## src/rtl/matmul_pkg.sv

```systemverilog
// rtl/matmul_pkg.sv - shared sizes and FSM states for the matmul operand loader
package matmul_pkg;
  localparam int DWIDTH    = 16;
  localparam int ROW_ELEMS = 32;
  localparam int AWIDTH    = 7;
  localparam int ADDR_LEAD = 2;

  typedef enum logic [2:0] {
    S_IDLE,
    S_LOAD_A,
    S_LOAD_B,
    S_DRAIN,
    S_RUN
  } state_t;
endpackage

```

## src/rtl/row_packer.sv

```systemverilog
// rtl/row_packer.sv - packs a narrow element stream into full BRAM rows
module row_packer #(
  parameter int DWIDTH    = matmul_pkg::DWIDTH,
  parameter int ROW_ELEMS = matmul_pkg::ROW_ELEMS
) (
  input  logic                        clk,
  input  logic                        reset_n,
  input  logic                        clear,
  input  logic                        accept,
  input  logic [DWIDTH-1:0]           elem,
  output logic [ROW_ELEMS*DWIDTH-1:0] row,
  output logic                        row_done
);
  localparam int EW = (ROW_ELEMS > 1) ? $clog2(ROW_ELEMS) : 1;
  localparam logic [EW-1:0] LAST = EW'(ROW_ELEMS - 1);

  logic [EW-1:0]               e_q;
  logic [ROW_ELEMS*DWIDTH-1:0] row_q;

  // Row as it looks with the current element inserted, so a commit captures the full row.
  always_comb begin
    row = row_q;
    row[int'(e_q) * DWIDTH +: DWIDTH] = elem;
  end

  assign row_done = accept && (e_q == LAST);

  always_ff @(posedge clk or negedge reset_n) begin
    if (!reset_n) begin
      e_q   <= '0;
      row_q <= '0;
    end else if (clear) begin
      e_q   <= '0;
      row_q <= '0;
    end else if (accept) begin
      row_q <= row;
      e_q   <= row_done ? '0 : e_q + EW'(1);
    end
  end
endmodule

```

## src/rtl/matmul_operand_loader.sv

```systemverilog
// rtl/matmul_operand_loader.sv - streams A/B rows into the matmul BRAM port, then starts the multiply
module matmul_operand_loader #(
  parameter int DWIDTH    = matmul_pkg::DWIDTH,
  parameter int ROW_ELEMS = matmul_pkg::ROW_ELEMS,
  parameter int AWIDTH    = matmul_pkg::AWIDTH,
  parameter int ADDR_LEAD = matmul_pkg::ADDR_LEAD
) (
  input  logic                        clk,
  input  logic                        reset_n,
  input  logic                        cfg_go,
  input  logic [AWIDTH:0]             cfg_num_rows,
  input  logic                        in_valid,
  input  logic [DWIDTH-1:0]           in_data,
  output logic                        in_ready,
  output logic                        enable_writing_to_mem,
  output logic [AWIDTH-1:0]           addr_pi,
  output logic [ROW_ELEMS*DWIDTH-1:0] data_pi,
  output logic                        we_a,
  output logic                        we_b,
  output logic                        start_mat_mul_0,
  input  logic                        done_mat_mul,
  output logic                        busy,
  output logic                        run_done
);
  import matmul_pkg::*;

  localparam int RW  = ROW_ELEMS * DWIDTH;
  localparam int CW  = AWIDTH + 1;
  localparam int DCW = $clog2(ADDR_LEAD + 2) + 1;

  state_t           state_q, state_d;
  logic [CW-1:0]    rows_q, r_q;
  logic [DCW-1:0]   drain_q;
  logic [ADDR_LEAD-1:0] pipe_q;
  logic [RW-1:0]    row_buf_q, packed_row;
  logic             buf_b_q;
  logic             accept, row_done, last_row, run_end;

  assign accept   = in_valid && in_ready;
  assign last_row = (r_q == rows_q - CW'(1));
  assign run_end  = (state_q == S_RUN) && done_mat_mul;

  row_packer #(.DWIDTH(DWIDTH), .ROW_ELEMS(ROW_ELEMS)) u_packer (
    .clk      (clk),
    .reset_n  (reset_n),
    .clear    (state_q == S_IDLE),
    .accept   (accept),
    .elem     (in_data),
    .row      (packed_row),
    .row_done (row_done)
  );

  always_comb begin
    state_d = state_q;
    case (state_q)
      S_IDLE:   if (cfg_go && (cfg_num_rows != '0)) state_d = S_LOAD_A;
      S_LOAD_A: if (row_done && last_row) state_d = S_LOAD_B;
      S_LOAD_B: if (row_done && last_row) state_d = S_DRAIN;
      S_DRAIN:  if (drain_q == DCW'(ADDR_LEAD + 1)) state_d = S_RUN;
      S_RUN:    if (done_mat_mul) state_d = S_IDLE;
      default:  state_d = S_IDLE;
    endcase
  end

  always_ff @(posedge clk or negedge reset_n) begin
    if (!reset_n) begin
      state_q               <= S_IDLE;
      rows_q                <= '0;
      r_q                   <= '0;
      drain_q               <= '0;
      pipe_q                <= '0;
      row_buf_q             <= '0;
      buf_b_q               <= 1'b0;
      in_ready              <= 1'b0;
      enable_writing_to_mem <= 1'b0;
      addr_pi               <= '0;
      data_pi               <= '0;
      we_a                  <= 1'b0;
      we_b                  <= 1'b0;
      start_mat_mul_0       <= 1'b0;
      busy                  <= 1'b0;
      run_done              <= 1'b0;
    end else begin
      state_q               <= state_d;
      in_ready              <= (state_d == S_LOAD_A) || (state_d == S_LOAD_B);
      enable_writing_to_mem <= (state_d == S_LOAD_A) || (state_d == S_LOAD_B) || (state_d == S_DRAIN);
      start_mat_mul_0       <= (state_d == S_RUN);
      // busy stays up through the run_done cycle even though the FSM is already idle.
      busy                  <= (state_d != S_IDLE) || run_end;
      run_done              <= run_end;

      if ((state_q == S_IDLE) && (state_d == S_LOAD_A)) begin
        rows_q <= cfg_num_rows;
        r_q    <= '0;
      end else if (row_done) begin
        addr_pi   <= r_q[AWIDTH-1:0];
        r_q       <= last_row ? '0 : r_q + CW'(1);
        row_buf_q <= packed_row;
        buf_b_q   <= (state_q == S_LOAD_B);
      end

      drain_q <= (state_q == S_DRAIN) ? drain_q + DCW'(1) : '0;

      // Data and strobe trail the address by ADDR_LEAD cycles to match the matmul address pipeline.
      pipe_q <= ADDR_LEAD'({pipe_q, row_done});
      we_a   <= pipe_q[ADDR_LEAD-1] && !buf_b_q;
      we_b   <= pipe_q[ADDR_LEAD-1] && buf_b_q;
      if (pipe_q[ADDR_LEAD-1]) data_pi <= row_buf_q;
    end
  end
endmodule

```

## config.mk

```make
export PLATFORM = sky130hd
export DESIGN_NAME = matmul_operand_loader
export DESIGN_NICKNAME = d
export VERILOG_FILES = /design/src/rtl/matmul_pkg.sv /design/src/rtl/row_packer.sv /design/src/rtl/matmul_operand_loader.sv
export SDC_FILE = /design/constraint.sdc
export NUM_CORES = 2
export LEC_CHECK = 0
export ABC_AREA = 1
export CAP_MARGIN = 20
export CORE_UTILIZATION = 58
export CTS_CLUSTER_SIZE = 24
export DETAILED_ROUTE_END_ITERATION = 8
export GPL_TIMING_DRIVEN = 1
export HOLD_SLACK_MARGIN = 0.02
export PLACE_DENSITY = 0.81
export SLEW_MARGIN = 30
export SYNTH_ARGS = -nofsm -noshare
export SYNTH_HDL_FRONTEND = slang
export SYNTH_SLANG_ARGS = --single-unit
```

## constraint.sdc

```tcl
create_clock -name clk -period 4.6 [get_ports clk]
set_clock_uncertainty 0.05 [all_clocks]
set_input_delay 0.92 -clock clk [delete_from_list [all_inputs] [get_ports clk]]
set_output_delay 0.92 -clock clk [all_outputs]
set_load 0.005 [all_outputs]
```

==> impl_metrics.csv <==
group,metric,value,unit
clock_tree,cts_tree,"done",
logic_synthesis,synth_top_family_by_area,"simple AND/OR/NAND/NOR gates",
route,drtIter0Drc,7522,
clock_tree,cts-root-buf,"clkbuf_16",
grt,grt-ovfl-total,0,
grt,grt_util_all_layers,35.24,%
grt,top_usage_layer,"met2",
logic_synthesis,synth-seq-area-share,58.99,%
floorplan,rows,124,
logic_synthesis,synth-xor-area-share,0.1157,%
timing,setup_tns,0,ns
floorplan,die_x,341.9,um
setup_path,cpMostUsedCell,"nand2_1",
grt,grt_max_degree,213,
route,viasPerCell,5.773,
layout,drive_gt1_share,4.712,%
timing,hold_violations,0,
layout,final_common_cell,"nand2_1",
setup_path,worstPathArrival,4.99,ns
route,drcViolationCount,144,
setup_path,required,5.27,ns
logic_synthesis,synthMuxAreaShare,0,%
grt,first_global_vias,56065,
logic_synthesis,syn_nets,8108,
clock_tree,holdBufCountCts,0,
logic_synthesis,yosys.area_share.adder,0.1493,%
timing,min_period,4.322,ns
logic_synthesis,yosysUniqueCellTypes,35,
setup_path,r2r-start,"u_packer.e_q[0]",
min_path,min_path_type,"in2async",
timing,max_slew.worst_pin.slew,1.029,ns
clock_tree,h-tree-depth,4,
placed_design,port_buffers,554,
grt,grt_pass1_wl,318.8,mm
floorplan,start_util,58.54,%
power,vdd_drop_max,0.3933,mV
timing,slew_violations,0,
placed_design,gp_congestion,0.9344,
clock_tree,cts_inserted_buffers,157,
timing,setup_viol,0,
clock_tree,cts_resized,0,
timing,slew-limit-headroom,31.37,%
logic_synthesis,synth_warnings,0,
power,p_total,35.72,mW
setup_path,r2r_slack,0.28,ns
setup_path,cpMaxStageDelayCell,"nand4_1",
grt,use_met2,53.50,%
timing,rsz0062_at_grt,"false",
clock_tree,clkTransAtPathRegs,0.06,ns
setup_path,r2r_cells,11,
setup_path,end_kind,"flop",
power,p_leak,40.41,nW
layout,layout_common_cells,"nand2_1 (2987), dfrtp_1 (1579), o21ai_0 (975), nand3_1 (895), inv_1 (801)",
route,ant_nets,0,
clock_tree,cts_max_path_buffers,3,
route,vias,58003,
timing,fmax,231.4,MHz
logic_synthesis,yosys.area.top_type_share,58.99,%
floorplan,dieArea,116900,um^2
layout,fin_nets,8438,
logic_synthesis,synth.area.top_cells,"dfrtp_1 (59%), nand2_1 (17%), o21ai_0 (7.3%)",
clock_tree,cts_setup_buffers,0,
grt,use_met1,46.03,%
power,powerDensity,451.2,nW/um^2
logic_synthesis,synth_top_cell_by_area,"dfrtp_1",
setup_path,cp-start-kind,"flop",
setup_path,path_class,"reg2reg",
setup_path,cpPeakStageDelay,1.02,ns
outcome,violations,"design-rule violations",
setup_path,crit_fanout,68,
logic_synthesis,synth_cells,8071,
logic_synthesis,synth.avg_cell_area,8.304,um^2
job,drv_cap,0,
grt,antenna_found_initial,12,
route,drtPass1Iterations,9,
logic_synthesis,yosys_register_bits,1580,
floorplan,coreArea,114500,um^2
clock_tree,worstSkewPairLatency,0.79,ns
floorplan,dieHeight,341.9,um
timing,period_share,93.95,%
grt,globalRouteMet3Util,8.810,%
layout,area_delta_synth_final,18.13,%
outcome,status,"finished, violations left",
logic_synthesis,synth-compound-area-share,8.266,%
placed_design,place_hpwl,136.8,mm
floorplan,pin_count,555,
logic_synthesis,synth-simple-area-share,25.02,%
route,wl_per_cell,20.58,um
logic_synthesis,synthesis.area,67020,um^2
setup_path,rr_endpoint,"u_packer.row_q[347]",
setup_path,path_cells,"inv_4, ha_1, nand2_2, nor2_1, ha_4, clkinv_2, buf_4, nand4_1, nand2_1, nand3_1, nand2_1",
route,routed_wl,206.7,mm
clock_tree,clkSinkCount,1580,
flip-flops by register name (all words and copies together) (netlist names), 2 cells and up:
name,cells
data_pi,512
row_buf_q,512
u_packer.row_q,512
r_q,8
rows_q,8
addr_pi,7
u_packer.e_q,5
drain_q,3
state_q,3
pipe_q,2
final cells by class:
cell class,instances,area [um^2]
sequential,1580,39540
multi-input combinational,5198,22560
clock buffer,236,4661
antenna,5,12.51
fill,8622,35320
tap,1512,1892
timing repair buffer,653,6779
inverter,811,3069
clock inverter,53,663.1
worst max-delay path, delay by kind of cell (launching register included):
kind	cells	cell delay [ns]
fa+ha+maj	2	0.53
flops	1	0.51
buf+inv	3	1.19
simple gates	6	1.96
synthesized netlist by cell type:
library cell,instances
nand2_1,2988
nand2_2,4
o21ai_2,2
nor3_1,50
nand3_1,897
buf_2,97
nand4_1,29
inv_4,1
o22ai_1,3
nor3_2,4
inv_2,4
buf_1,53
a22o_1,16
a211oi_1,1
nand3_2,3
buf_6,1
dfrtp_1,1580
o32ai_1,3
xnor2_1,1
o21ai_1,89
nand3b_1,1
xor2_1,6
nor2_2,12
xor2_2,1
or2_2,2
ha_1,8
nand2_4,1
nor3_4,4
nor2_1,97
o21ai_0,975
buf_4,4
clkinv_1,2
inv_1,804
a21oi_1,1
clkbuf_1,327
per-stage QoR:
step | hold WS, ns | instance area [um^2] | worst slack, ns | util (%) | cells
3_5_place_dp | 0.2992 | 73770 | 0.3664 | 64.43 | 9751
2_1_floorplan | 0.2812 | 67020 | 1.360 | - | 8071
4_1_cts | 0.1646 | 79090 | 0.4554 | 69.08 | 10040
3_3_place_gp | 0.2821 | 73760 | 0.3487 | 64.42 | 9751
6_report | 0.1446 | 79180 | 0.2781 | 69.15 | 10048
5_1_grt | 0.1851 | 79170 | 0.07327 | 69.14 | 10044
metal layers:
| layer | wire, um | vias to the layer above | share of wire, % |
|---|---|---|---|
| met3 | 21350 | 666 | 10 |
| met2 | 93910 | 3089 | 45 |
| met1 | 77620 | 28097 | 38 |
| met4 | 13730 | 20 | 6.6 |
| met5 | 137 | - | 0.066 |
| li1 | - | 26131 | - |
kinds of logic (layout without fill, tap and decap cells):
family,Yosys count,after routing
xor gates and xnor gates,8,8
other,0,5
AOI/OAI and AO/OA,1090,1090
DFF,1580,1580
buffers and inverters,1293,1753
and+or+nand+nor,4092,4092
adders and majority gates,8,8
where the power goes:
| group | total (mW) | leakage (nW) | internal, mW | switching (mW) |
|---|---|---|---|---|
| clock network | 13.2 | 2.61 | 7.75 | 5.49 |
| logic | 7.10 | 16.9 | 1.56 | 5.54 |
| registers | 15.4 | 20.9 | 14.9 | 0.479 |
worst max-delay path by stage:
stage	from	to	slack (ns)
6_report	u_packer.e_q[0]	u_packer.row_q[347]	0.28
5_1_grt	u_packer.e_q[0]	u_packer.row_q[463]	0.07
4_1_cts	u_packer.e_q[0]	u_packer.row_q[46]	0.46
3_5_place_dp	in_valid	row_buf_q[88]	0.37
3_3_place_gp	in_valid	row_buf_q[82]	0.35
2_1_floorplan	u_packer.e_q[0]	u_packer.row_q[384]	1.36
Power figures use the tool's default switching activity.
